`config.mk`:
```
export PLATFORM = sky130hd
export DESIGN_NAME = power_ctl
export DESIGN_NICKNAME = d
export VERILOG_FILES = /design/src/rtl/power_ctl.sv
export SDC_FILE = /design/constraint.sdc
export NUM_CORES = 1
export LEC_CHECK = 0
export BUFFER_PORTS_ARGS = -buffer_cell sky130_fd_sc_hd__buf_2
export CORE_ASPECT_RATIO = 1.2
export CORE_MARGIN = 10
export CORE_UTILIZATION = 60
export CTS_CLUSTER_SIZE = 20
export DETAILED_ROUTE_END_ITERATION = 10
export PLACE_DENSITY = 0.84
export SYNTH_ARGS = -nofsm -noshare
export SYNTH_HDL_FRONTEND = slang
export SYNTH_SLANG_ARGS = --single-unit
```
`constraint.sdc`:
```
create_clock -name clk60MHz -period 6.1 [get_ports clk60MHz]
set_input_delay 0.915 -clock clk60MHz [delete_from_list [all_inputs] [get_ports clk60MHz]]
set_output_delay 0.915 -clock clk60MHz [all_outputs]
set_load 0.005 [all_outputs]
```
`src/rtl/power_ctl.sv`:
```
// Turn and throw-power controller: ramps a bouncing 5-bit charge while fire is held,
// strobes a launch on release, then hands the turn over after the projectile resolves.
package variable_pkg;
  localparam logic [1:0] PLAYER_1 = 2'b01;
  localparam logic [1:0] PLAYER_2 = 2'b10;
endpackage

module power_ctl
  import variable_pkg::*;
#(
  parameter int unsigned STEP_CYCLES    = 1_000_000,
  parameter int unsigned FLIGHT_TIMEOUT = 300_000_000
) (
  input  logic       clk60MHz,
  input  logic       rst,
  input  logic       fire_btn,
  input  logic       hit_done,
  output logic [4:0] power,
  output logic [1:0] current_player,
  output logic       charging,
  output logic       launch,
  output logic [4:0] launch_power
);

  localparam int unsigned PRE_W = (STEP_CYCLES > 1) ? $clog2(STEP_CYCLES) : 1;
  localparam int unsigned TO_W  = (FLIGHT_TIMEOUT > 1) ? $clog2(FLIGHT_TIMEOUT) : 1;
  localparam logic [PRE_W-1:0] PRE_LAST = PRE_W'(STEP_CYCLES - 1);
  localparam logic [TO_W-1:0]  TO_LAST  = TO_W'(FLIGHT_TIMEOUT - 1);

  typedef enum logic [2:0] {
    IDLE   = 3'd0,
    CHARGE = 3'd1,
    FIRE   = 3'd2,
    FLIGHT = 3'd3,
    SWITCH = 3'd4
  } state_t;

  state_t           state_q;
  logic             btn_q;
  logic             dir_up_q;
  logic [PRE_W-1:0] pre_q;
  logic [TO_W-1:0]  to_q;

  logic       press;
  logic       tick;
  logic       timeout;
  logic [4:0] power_d;
  logic       dir_up_d;

  assign press   = fire_btn & ~btn_q;
  assign tick    = (pre_q == PRE_LAST);
  assign timeout = (to_q == TO_LAST);

  // Next charge level: the direction flips on the step that lands on an endpoint,
  // so neither 0 nor 31 is ever emitted twice in a row.
  always_comb begin
    power_d  = power;
    dir_up_d = dir_up_q;
    if (dir_up_q) begin
      power_d = power + 5'd1;
      if (power == 5'd30) begin
        dir_up_d = 1'b0;
      end else begin
        dir_up_d = 1'b1;
      end
    end else begin
      power_d = power - 5'd1;
      if (power == 5'd1) begin
        dir_up_d = 1'b1;
      end else begin
        dir_up_d = 1'b0;
      end
    end
  end

  // Turn FSM with registered outputs; counters clear on every state change.
  always_ff @(posedge clk60MHz) begin
    if (rst) begin
      state_q        <= IDLE;
      btn_q          <= 1'b0;
      dir_up_q       <= 1'b1;
      pre_q          <= {PRE_W{1'b0}};
      to_q           <= {TO_W{1'b0}};
      power          <= 5'd0;
      current_player <= PLAYER_1;
      charging       <= 1'b0;
      launch         <= 1'b0;
      launch_power   <= 5'd0;
    end else begin
      btn_q  <= fire_btn;
      launch <= 1'b0;
      case (state_q)
        IDLE: begin
          power    <= 5'd0;
          charging <= 1'b0;
          if (press) begin
            state_q  <= CHARGE;
            charging <= 1'b1;
            dir_up_q <= 1'b1;
            pre_q    <= {PRE_W{1'b0}};
            to_q     <= {TO_W{1'b0}};
          end
        end
        CHARGE: begin
          // Release takes priority over a coincident tick: the pending step is dropped.
          if (!fire_btn) begin
            state_q      <= FIRE;
            charging     <= 1'b0;
            launch       <= 1'b1;
            launch_power <= power;
            pre_q        <= {PRE_W{1'b0}};
            to_q         <= {TO_W{1'b0}};
          end else if (tick) begin
            pre_q    <= {PRE_W{1'b0}};
            power    <= power_d;
            dir_up_q <= dir_up_d;
          end else begin
            pre_q <= pre_q + PRE_W'(1);
          end
        end
        FIRE: begin
          state_q <= FLIGHT;
          pre_q   <= {PRE_W{1'b0}};
          to_q    <= {TO_W{1'b0}};
        end
        FLIGHT: begin
          if (hit_done || timeout) begin
            state_q <= SWITCH;
            pre_q   <= {PRE_W{1'b0}};
            to_q    <= {TO_W{1'b0}};
          end else begin
            to_q <= to_q + TO_W'(1);
          end
        end
        SWITCH: begin
          current_player <= (current_player == PLAYER_1) ? PLAYER_2 : PLAYER_1;
          power          <= 5'd0;
          state_q        <= IDLE;
          pre_q          <= {PRE_W{1'b0}};
          to_q           <= {TO_W{1'b0}};
        end
        default: begin
          state_q  <= IDLE;
          power    <= 5'd0;
          charging <= 1'b0;
          pre_q    <= {PRE_W{1'b0}};
          to_q     <= {TO_W{1'b0}};
        end
      endcase
    end
  end

endmodule
```
Word-level counts from Yosys, hierarchy flattened. Cells that the tools add are included.

Output and inout bits: 14. Register bits: 68. Word-level logic and storage cells: 76.

Add/subtract/negate cells: 4. Muxes and demuxes: 29. Equal/unequal tests: 14. Bitwise logic cells: 6. Reductions and logical operators: 13.

Operators with widths (number): 29-bit two-way mux (3); 29-bit one-hot mux with 3 select lines (1); 20-bit two-way mux (4); 20-bit one-hot mux with 3 select lines (1); 29-bit by 1-bit adder with 29-bit output (second input constant) (1); 29-bit equality test (second input constant) (1); 20-bit by 1-bit adder with 20-bit output (second input constant) (1); 20-bit equality test (second input constant) (1); 5-bit two-way mux (3); 3-bit one-hot mux with 4 select lines (1); 2-bit inequality test (second input constant) (5); 5-bit one-hot mux with 2 select lines (1); 1-bit two-way mux (9); 3-bit two-way mux (3); 2-bit AND reduction (4); 3-bit by 2-bit equality test with 1-bit output (second input constant) (2); 3-bit AND reduction (2); 5-bit by 1-bit adder with 5-bit output (second input constant) (1); 5-bit by 1-bit equality test with 1-bit output (second input constant) (1); 5-bit equality test (second input constant) (1); 1-bit inverter (5); 5-bit by 1-bit subtractor with 5-bit output (second input constant) (1); 4-bit AND reduction (1); 2-bit OR reduction (2); 11 further kinds (11).

Logic depth before layout (Yosys ltp). Gate-level depths: netlist of run 1.

Word-level depth: 6. Depth in mapped cells: 9.

Least setup slack after synthesis of run 1. OpenSTA, ideal clock, no wires.

Path type: input to register. Start: input port fire_btn. End: register to_q[24]. Required time: 5.978 ns. Cell stages on the path: 6. Path slack: 3.482 ns. Arrival time: 2.497 ns. Cells stage by stage: nor3b_1 o41ai_1 or4b_1 clkbuf_1 or3_1 a21oi_1.

Longest elaborated chain between the ends: 3.

RTL lines: start: declaration (RTL line 16) `input logic fire_btn,`; 1-bit AND (RTL line 50) `assign press = fire_btn & ~btn_q;`; 2-bit inequality test (no source line); 2-bit AND reduction (no source line) *; end signal: assignment (RTL line 83) `to_q <= {TO_W{1'b0}};`; end signal: assignment (RTL line 101) `to_q <= {TO_W{1'b0}};`; end signal: assignment (RTL line 112) `to_q <= {TO_W{1'b0}};`; end: declaration (RTL line 42) `logic [TO_W-1:0] to_q;`.

Mark *: on every way between the ends. The rest lies on a longest branch, timed or not. A chain may end at the register's enable or synchronous reset.

Worst setup path in the final report of run 1.
Start: register to_q[11]. End: register to_q[14].

Longest elaborated chain between the ends: 4.

RTL lines: parallel branches: the longest is 2 deep, another holds 29-bit by 1-bit adder with 29-bit output; 29-bit two-way mux * (RTL line 127) `if (hit_done || timeout) begin`; 29-bit one-hot mux with 3 select lines * (RTL line 92) `case (state_q)`.

Mark *: on every way between the ends.

==> out/qor.yml, run 1 <==
critical_path:
  path_class: "reg -> reg"
  crit_arrival_ns: 3.62
  r2r_slack_ns: 2.68
  cp-end-kind: "register"
  cp-start-kind: "register"
  crit_fanout: 27
  required_ns: 6.29
routing:
  ant_nets: 0
  routedWlPerCell_um: 14.8
  remaining_drc_errors: 0
  totalWireLength_mm: 7.80
  drt_iter0_drc: 208
  via_per_inst: 6.18
  drtPass1Iterations: 5
  vias: 3245
power_and_ir_drop:
  combPwrFrac: 0.057
  p_per_area_mw_per_mm2: 216
  power_uw: 807
  p_int_uw: 613
  p_sw_frac: 0.240
  leakage_uw: 0.00115
  vdd_drop_max_mv: 0.197
  p_clk_frac: 0.380
  p_switching_uw: 194
  seq_power_share: 0.563
die:
  io_pins: 18
  die_x_um: 89.6
  start_util: 0.616
  chipHeight_um: 104
  coreArea_mm2: 0.00567
  num_rows: 30
  die_area_mm2: 0.00928
yosys:
  ys_warn_count: 0
  synth_seq_area_share: 0.390
  syn_area_mm2: 0.00349
  synth_flop_cell: "dfxtp_1"
  syn_nets: 447
  syn_avg_cell_area_um2: 7.99
  synth_edf_count: 0
  ys_types: 47
  ys_ff_latch: 68
  syn_inst: 437
  async_flop_share: 0
clock_network:
  cts_hold_buf: 0
  clk_pin_slew_ns: 0.07
  cts_tree: "built"
  cts_buffers: 9
  cts-root-buf: "clkbuf_8"
  htree_levels: 3
  clk_latency_ns: 0.34
  cts-resized-gates: 0
  clock_path_buffers: 2
  postCtsSetupBuffers: 0
  cts_sinks: 68
global_routing:
  grt.overflow.total: 0
  grt_pass1_vias: 3028
  grt_max_degree: 41
  grt_usage: 0.176
  grt_pass1_wl_mm: 13.4
  antenna_found_initial: 0
cells_and_area:
  layout.nets: 452
  layout-drive-gt1-share: 0.0854
  fill_cells: 495
  antenna-diode-count: 0
  area_growth_pct: 6.99
sta:
  layout_min_cycle_time_ns: 3.42
  worst_slew_pin_slew_ns: 1.00
  relSlewSlack: 0.327
  tns_ns: 0
  clock_skew_ns: 0.00473
  fmax_mhz: 292
  finalHoldViolCount: 0
  setup_viol: 0
  maxSlewViolCount: 0
  fin_crit_sh: 0.561
  rsz0062_at_grt: "false"
place:
  dpl.hpwl_mm: 5.48
  io_buffers: 17
  gp_congestion: 0.855
worst_hold_path:
  holdCritPathClass: "reg -> reg"
run_status:
  status: "finished, final reports clean"
flow_run:
  drv_cap: 0
==> registers in the layout, summed over array words and instances (netlist names) <==
signal,cells
pre_q,20
current_player,2
power,5
charging,1
launch_power,5
state_q,3
dir_up_q,1
btn_q,1
launch,1
to_q,29
==> layer usage <==
| metal | GRT usage | wire, µm | share of wire | up-vias |
|---|---|---|---|---|
| li1 | - | - | - | 1618 |
| met1 | 0.203 | 3300 | 0.42 | 1512 |
| met2 | 0.284 | 3910 | 0.50 | 97 |
| met3 | 0.0415 | 412 | 0.053 | 18 |
| met4 | 0.101 | 177 | 0.023 | 0 |
| met5 | 0 | 0 | 0 | - |
==> metrics by stage <==
step / util / hold slack, ns / worst slack, ns / cell area (µm²) / cells
final: 0.659 / 0.454 / 2.68 / 3730 / 525
after global routing: 0.659 / 0.469 / 2.33 / 3730 / 525
after CTS: 0.659 / 0.453 / 2.70 / 3730 / 525
after detailed placement: 0.631 / 0.444 / 2.72 / 3580 / 511
after global placement: 0.631 / 0.438 / 2.94 / 3580 / 511
after floorplan: - / 0.453 / 3.48 / 3490 / 437
==> synthesized netlist by cell type (all sizes together), types with 2 or more instances <==
library cell,instances,area [µm²]
nand3b,2,15.0
or2,2,12.5
and4,2,17.5
nor3,9,45.0
nor3b,4,30.0
nor4b,5,43.8
or3,19,119
nor2,36,135
nand4b,4,35.0
nor4,6,37.5
ha,6,75.1
buf,6,50.0
o311ai,2,17.5
nand2,43,161
nand2b,7,43.8
o21ai,23,115
or4,14,105
nand4,20,125
nand3,23,115
or4b,3,30.0
xnor2,12,105
o21a,2,15.0
and3,4,25.0
a22oi,2,15.0
clkbuf,20,75.1
a31oi,4,25.0
o31ai,11,82.6
dfxtp,68,1360
inv,7,26.3
a21oi,46,230
xor2,6,52.6
and2,4,25.0
nor2b,4,25.0
==> placed cells by master (no fill, tap or decap), drive strengths merged, types with 3 or more instances in the layout <==
master / count
a21oi: 46
a31oi: 4
and2: 4
and3: 4
buf: 20
clkbuf: 11
clkinv: 3
dfxtp: 68
ha: 6
inv: 7
nand2: 43
nand2b: 7
nand3: 23
nand4: 20
nand4b: 4
nor2: 36
nor2b: 4
nor3: 9
nor3b: 4
nor4: 6
nor4b: 5
o21ai: 23
o31ai: 11
or3: 19
or4: 14
or4b: 3
xnor2: 12
xor2: 6
==> power groups by stage <==
| stage | Combinational, µW | Sequential (µW) | Clock, µW |
|---|---|---|---|
| 3_3_place_gp | 44.9 | 464 | 0 |
| 3_5_place_dp | 45.7 | 464 | 0 |
| 4_1_cts | 46.0 | 454 | 317 |
| 5_1_grt | 51.9 | 454 | 335 |
| 2_1_floorplan | 39.2 | 460 | 0 |
| 6_report | 46.1 | 454 | 306 |
==> worst max-delay path: stages (launching register included) <==
cell	delay, ns
dfxtp_1	0.35
or4b_1	0.53
or4_1	0.51
o311ai_0	0.87
a31o_1	0.88
nor2_1	0.13
==> path summary, 6_finish.rpt <==
path,start,to,depth (start not counted)
worst max-delay path,to_q[11],to_q[14],5
worst min-delay path,launch_power[4],launch_power[4],2
worst max register to register,to_q[11],to_q[14],5
worst min register to register,launch_power[4],launch_power[4],2
==> final cells by class <==
type	count	area (µm²)	share of cell area
well taps	80	100	0.0268
multi-input cells	336	1980	0.531
clock inverters	3	15.0	0.00402
repair buffers	20	108	0.0288
flip-flops and latches	68	1360	0.365
clock buffers	11	141	0.0379
inverters	7	26.3	0.00704
==> cell families (layout without fill, tap and decap cells) <==
family	after synthesis	after routing	share of synthesized area
xor+xnor	18	18	0.0452
flops	68	68	0.390
fa+ha+maj	6	6	0.0215
simple gates	213	213	0.334
compound gates	98	98	0.163
mux	1	1	0.00287
buf+inv	33	41	0.0434
Power figures use the tool's default switching activity.
==> inputs of run 2 (changes only) <==
Clock period 6.1 ns to 3.4 ns, I/O delays scaled along.
==> run 2 against run 1 <==
Effect of this change:
- flip-flop and latch count is the same
- die area is the same
- critical path depth grew 1
- design area grew 3.8%
- non-clock buffer count grew 3
- largest cell class unchanged
- largest power group is now the clock network
==> out/qor.yml, run 2 (synthesis gave the netlist of run 1 again) <==
power_and_ir_drop:
  seq_power_share: 0.471  # was 0.563
  power_uw: 1730  # was 807 µW
  p_switching_uw: 392  # was 194 µW
  vdd_drop_max_mv: 0.320  # was 0.197 mV
  p_sw_frac: 0.227  # was 0.240
  combPwrFrac: 0.052  # was 0.057
  p_clk_frac: 0.478  # was 0.380
  p_int_uw: 1340  # was 613 µW
  leakage_uw: 0.00121  # was 0.00115 µW
  p_per_area_mw_per_mm2: 447  # was 216 mW/mm²
cells_and_area:
  layout.nets: 455  # was 452
  largestRegisters: "to_q x29, pre_q x20"  # unchanged
  regArea_mm2: 0.00136  # unchanged
  antenna-diode-count: 0  # unchanged
  final_cells: 530  # was 525
  largest_reg_flops: 29  # unchanged
  area_growth_pct: 11.0  # was 6.99%
  fin_area_mm2: 0.00387  # was 0.00373 mm²
  multi_input_area_mm2: 0.00198  # unchanged
  mostFrequentLayoutCells: "dfxtp_1 (68), a21oi_1 (46), nand2_1 (43)"  # unchanged
  final_common_cell: "dfxtp_1"  # unchanged
  regMostFlops: "to_q"  # unchanged
  layout-drive-gt1-share: 0.0978  # was 0.0854
  fill_cells: 454  # was 495
routing:
  ant_nets: 0  # unchanged
  remaining_drc_errors: 0  # unchanged
  totalWireLength_mm: 8.01  # was 7.80 mm
  vias: 3274  # was 3245
  drt_iter0_drc: 287  # was 208
  drtPass1Iterations: 5  # unchanged
  via_per_inst: 6.18  # about the same
  routedWlPerCell_um: 15.1  # was 14.8 µm
critical_path:
  slowest_delay_ns: 0.59  # was 0.88 ns
  crit_arrival_ns: 3.28  # was 3.62 ns
  cp-start-kind: "register"  # unchanged
  path_class: "reg -> reg"  # unchanged
  required_ns: 3.68  # was 6.29 ns
  path_delay_family: "simple AND/OR/NAND/NOR gates"  # was compound AO/OA/AOI/OAI gates
  crit_buf_inv: 1  # was 0
  crit_chain: "or4b_1, or4_1, o311a_1, buf_12, or4_1, a21oi_1"  # was or4b_1, or4_1, o311ai_0, a31o_1, nor2_1
  crit_fanout: 30  # was 27
  cp_slowest_cell: "o311a_1"  # was a31o_1
  cp-end-kind: "register"  # unchanged
  cp_common_cell: "or4_1"
clock_network:
  clk_pin_slew_ns: 0.07  # about the same
  cts_hold_buf: 0  # unchanged
  cts_buffers: 9  # unchanged
  postCtsSetupBuffers: 0  # unchanged
  htree_levels: 3  # unchanged
  cts_tree: "built"  # unchanged
  cts_sinks: 68  # unchanged
  clock_path_buffers: 2  # unchanged
  clk_latency_ns: 0.36  # was 0.34 ns
  cts-root-buf: "clkbuf_8"  # unchanged
  cts-resized-gates: 0  # unchanged
global_routing:
  grt_max_degree: 31  # was 41
  antenna_found_initial: 0  # unchanged
  use_met2: 0.286  # was 0.284
  grt_pass1_vias: 3069  # was 3028
  grt.overflow.total: 0  # unchanged
  globalRouteMet3Util: 0.0455  # was 0.0415
  grt_usage: 0.182  # was 0.176
  grt_pass1_wl_mm: 13.9  # was 13.4 mm
  top_usage_layer: "met2"  # unchanged
  grt_util_met1: 0.223  # was 0.203
sta:
  fmax_mhz: 334  # was 292 MHz
  clock_skew_ns: 0.00433  # was 0.00473 ns
  fin_crit_sh: 0.881  # was 0.561
  layout_min_cycle_time_ns: 2.99  # was 3.42 ns
  rsz0062_at_grt: "false"  # unchanged
  setup_viol: 0  # unchanged
  holdWs_ns: 0.452  # was 0.454 ns
  maxSlewViolCount: 0  # unchanged
  finalHoldViolCount: 0  # unchanged
  tns_ns: 0  # unchanged
  relSlewSlack: 0.492  # was 0.327
  worst_slew_pin_slew_ns: 0.755  # was 1.00 ns
die:
  chipHeight_um: 104  # unchanged
  coreArea_mm2: 0.00567  # unchanged
  die_x_um: 89.6  # unchanged
  num_rows: 30  # unchanged
  die_area_mm2: 0.00928  # unchanged
  io_pins: 18  # unchanged
  start_util: 0.616  # unchanged
place:
  dpl_cell_area_mm2: 0.00362  # was 0.00358 mm²
  io_buffers: 17  # unchanged
  dpl.cell_count: 514  # was 511
  dpl.hpwl_mm: 5.43  # was 5.48 mm
  gp_congestion: 0.895  # was 0.855
worst_hold_path:
  holdCritPathClass: "reg -> reg"  # unchanged
run_status:
  status: "finished, final reports clean"  # unchanged
flow_run:
  drv_cap: 0  # unchanged
-- run 2: cell types whose count changed in the layout (fill, tap and decap cells not counted) --
cell / before / now
clkinv_2: 3 / 1
clkinv_4: 0 / 1
buf_4: 3 / 4
clkbuf_1: 1 / 0
buf_12: 0 / 2
bufinv_16: 0 / 3
clkinvlp_4: 0 / 1
-- run 2: metrics by stage --
step | setup slack [ns] | utilization
global placement | 0.563 | 0.640
floorplan | 0.830 | -
finish | 0.405 | 0.683
detailed placement | 0.449 | 0.640
CTS | 0.422 | 0.683
global route | 0.289 | 0.683
-- run 2: cell type report --
cell class	instances	share of cell area
clock inverters	6	0.0287
repair buffers	23	0.0401
clock buffers	10	0.0355
flip-flops and latches	68	0.351
multi-input cells	336	0.512
well taps	80	0.0258
inverters	7	0.00678
-- run 2: worst reg2reg max path, delay by kind of cell (launching register included) --
family	cells	cell delay (ns)
AOI/OAI and AO/OA	2	0.76
DFF	1	0.35
and+or+nand+nor	3	1.55
buffers and inverters	1	0.26
-- run 2: power by group through the flow --
stage               clock (µW)  combinational, µW  sequential, µW
global route               868               99.9             815
CTS                        835               89.3             814
global placement             0               87.2             832
finish                     826               89.7             814
detailed placement           0               88.6             832
floorplan                    0               70.3             826
-- run 2: per-layer routing --
layer,up-vias,share of wire,wire [µm]
met1,1522,0.42,3380
met2,113,0.49,3890
met5,-,0,0
met3,20,0.066,532
met4,0,0.025,203
li1,1619,-,-
-- run 2: worst paths after layout --
| path | startpoint | to | slack (ns) | depth (start not counted) |
|---|---|---|---|---|
| worst max-delay path | to_q[11] | pre_q[7] | 0.41 | 6 |
| worst min-delay path | launch_power[2] | launch_power[2] | 0.45 | 2 |
| worst max register to register | to_q[11] | pre_q[7] | 0.41 | 6 |
| worst min register to register | launch_power[2] | launch_power[2] | 0.45 | 2 |
==> inputs of run 3 (changes only) <==
Settings changed: BUFFER_PORTS_ARGS -buffer_cell sky130_fd_sc_hd__buf_2 to not set, DONT_BUFFER_PORTS set to 1, PLACE_DENSITY 0.84 to 0.82.
==> run 3 against run 2 <==
Effect of this change:
- worst hold slack lost 0.23 ns
- non-clock buffer count decreased by 15
- flip-flop and latch count unchanged
- clock-buffer cell count down 1
- maximum frequency rose by 0.20%
- worst setup slack improved by 0.0059 ns
- clock skew increased by 0.0029 ns
- clock power fell by 20%
- critical path depth unchanged
- first-iteration DRC count decreased by 20%
- cell count fell by 2.8%
==> out/qor.yml, run 3 (synthesis gave the netlist of run 1 again) <==
run_status:
  status: "finished, final reports clean"  # unchanged
sta:
  fin_crit_sh: 0.879  # was 0.881
  clock_skew_ns: 0.00723  # was 0.00433 ns
  tns_ns: 0  # unchanged
  setup_ws_ns: 0.411  # was 0.405 ns
  layout_min_cycle_time_ns: 2.99  # about the same
  fmax_mhz: 335  # was 334 MHz
  finalHoldViolCount: 0  # unchanged
  worst_slew_pin_slew_ns: 1.07  # was 0.755 ns
  rsz0062_at_grt: "false"  # unchanged
  relSlewSlack: 0.286  # was 0.492
  setup_viol: 0  # unchanged
  maxSlewViolCount: 0  # unchanged
power_and_ir_drop:
  vdd_drop_max_mv: 0.319  # was 0.320 mV
  p_per_area_mw_per_mm2: 416  # was 447 mW/mm²
  leakage_uw: 0.00111  # was 0.00121 µW
die:
  die_x_um: 89.6  # unchanged
  coreArea_mm2: 0.00567  # unchanged
  die_area_mm2: 0.00928  # unchanged
  io_pins: 18  # unchanged
  start_util: 0.616  # unchanged
  chipHeight_um: 104  # unchanged
  num_rows: 30  # unchanged
global_routing:
  grt.overflow.total: 0  # unchanged
  grt_pass1_wl_mm: 12.8  # was 13.9 mm
  antenna_found_initial: 0  # unchanged
  grt_pass1_vias: 2834  # was 3069
  grt_usage: 0.169  # was 0.182
  grt_max_degree: 38  # was 31
place:
  dpl.hpwl_mm: 5.27  # was 5.43 mm
  gp_congestion: 0.948  # was 0.895
  dpl.cell_count: 499  # was 514
  io_buffers: 0  # was 17
  dpl_worst_slack_ns: 0.428  # was 0.449 ns
critical_path:
  reg2reg_depth: 6  # unchanged
  regToRegStartpoint: "to_q[11]"  # unchanged
  path_class: "reg -> reg"  # unchanged
  cp-end-kind: "register"  # unchanged
  cp-start-kind: "register"  # unchanged
  crit_fanout: 37  # was 30
  reg2reg_to: "pre_q[19]"  # was pre_q[7]
  required_ns: 3.65  # was 3.68 ns
  crit_arrival_ns: 3.24  # was 3.28 ns
  r2r_slack_ns: 0.41  # about the same
worst_hold_path:
  holdCritPathClass: "in -> reg"  # was reg -> reg
  min_to: "state_q[0]"  # was launch_power[2]
  min_path_cells: 1  # was 2
  hold_start: "rst"  # was launch_power[2]
cells_and_area:
  final_common_cell: "dfxtp_1"  # unchanged
  largest_reg_flops: 29  # unchanged
  area_growth_pct: 6.63  # was 11.0%
  largestRegisters: "to_q x29, pre_q x20"  # unchanged
  layout.nets: 440  # was 455
  mostFrequentLayoutCells: "dfxtp_1 (68), a21oi_1 (46), nand2_1 (43)"  # unchanged
  layout-drive-gt1-share: 0.0667  # was 0.0978
  final_cells: 515  # was 530
  antenna-diode-count: 0  # unchanged
  regMostFlops: "to_q"  # unchanged
clock_network:
  cts_hold_buf: 0  # unchanged
  clk_pin_slew_ns: 0.08  # was 0.07 ns
  clock_path_buffers: 2  # unchanged
  postCtsSetupBuffers: 0  # unchanged
  cts_buffers: 9  # unchanged
  cts-resized-gates: 0  # unchanged
  cts_tree: "built"  # unchanged
  cts_sinks: 68  # unchanged
  cts-root-buf: "clkbuf_8"  # unchanged
  htree_levels: 3  # unchanged
  clk_latency_ns: 0.35  # was 0.36 ns
routing:
  drt_iter0_drc: 229  # was 287
  routedWlPerCell_um: 15.1  # about the same
  vias: 3158  # was 3274
  remaining_drc_errors: 0  # unchanged
  via_per_inst: 6.13  # was 6.18
  drtPass1Iterations: 4  # was 5
  ant_nets: 0  # unchanged
  totalWireLength_mm: 7.79  # was 8.01 mm
flow_run:
  drv_cap: 0  # unchanged
-- run 3: worst max-delay path: stages, from the launching register on --
cell and delay (ns):
dfxtp_1 0.34, or4b_1 0.50, or4_1 0.51, o311a_1 0.71
o31ai_2 0.35, buf_4 0.28, o21ba_2 0.19
-- run 3: where the power goes --
group | total [µW] | internal (µW) | switching (µW)
Sequential | 812 | 802 | 9.62
Combinational | 78.2 | 24.4 | 53.8
Clock | 658 | 336 | 323
Total | 1550 | 1160 | 386
-- run 3: per-layer routing --
| metal | GRT usage | routed length [µm] |
|---|---|---|
| met4 | 0.0888 | 151 |
| met1 | 0.205 | 3400 |
| met5 | 0 | 0 |
| met3 | 0.0353 | 405 |
| met2 | 0.268 | 3830 |
-- run 3: worst max path at each step --
stage / start / endpoint / slack (ns)
after floorplan: to_q[11] / pre_q[4] / 0.83
after global placement: to_q[11] / pre_q[19] / 0.45
after detailed placement: to_q[11] / pre_q[19] / 0.43
after CTS: to_q[11] / pre_q[19] / 0.42
after global routing: to_q[11] / pre_q[19] / 0.27
final: to_q[11] / pre_q[19] / 0.41
-- run 3: layout make-up --
type | count | area (µm²)
tap | 80 | 100
clock inverter | 7 | 67.6
clock buffer | 9 | 124
multi-input combinational | 336 | 1980
inverter | 7 | 26.3
sequential | 68 | 1360
timing repair buffer | 8 | 60.1
fill | 480 | 1950
-- run 3: through the flow --
step                      total power (µW)   util  area [µm²]  hold slack [ns]
after floorplan                        896      -        3490            0.453
after global placement                 906  0.623        3530            0.464
after detailed placement               908  0.623        3530            0.467
after CTS                             1560  0.657        3720            0.209
after global routing                  1600  0.657        3720            0.212
final                                 1550  0.657        3720            0.218
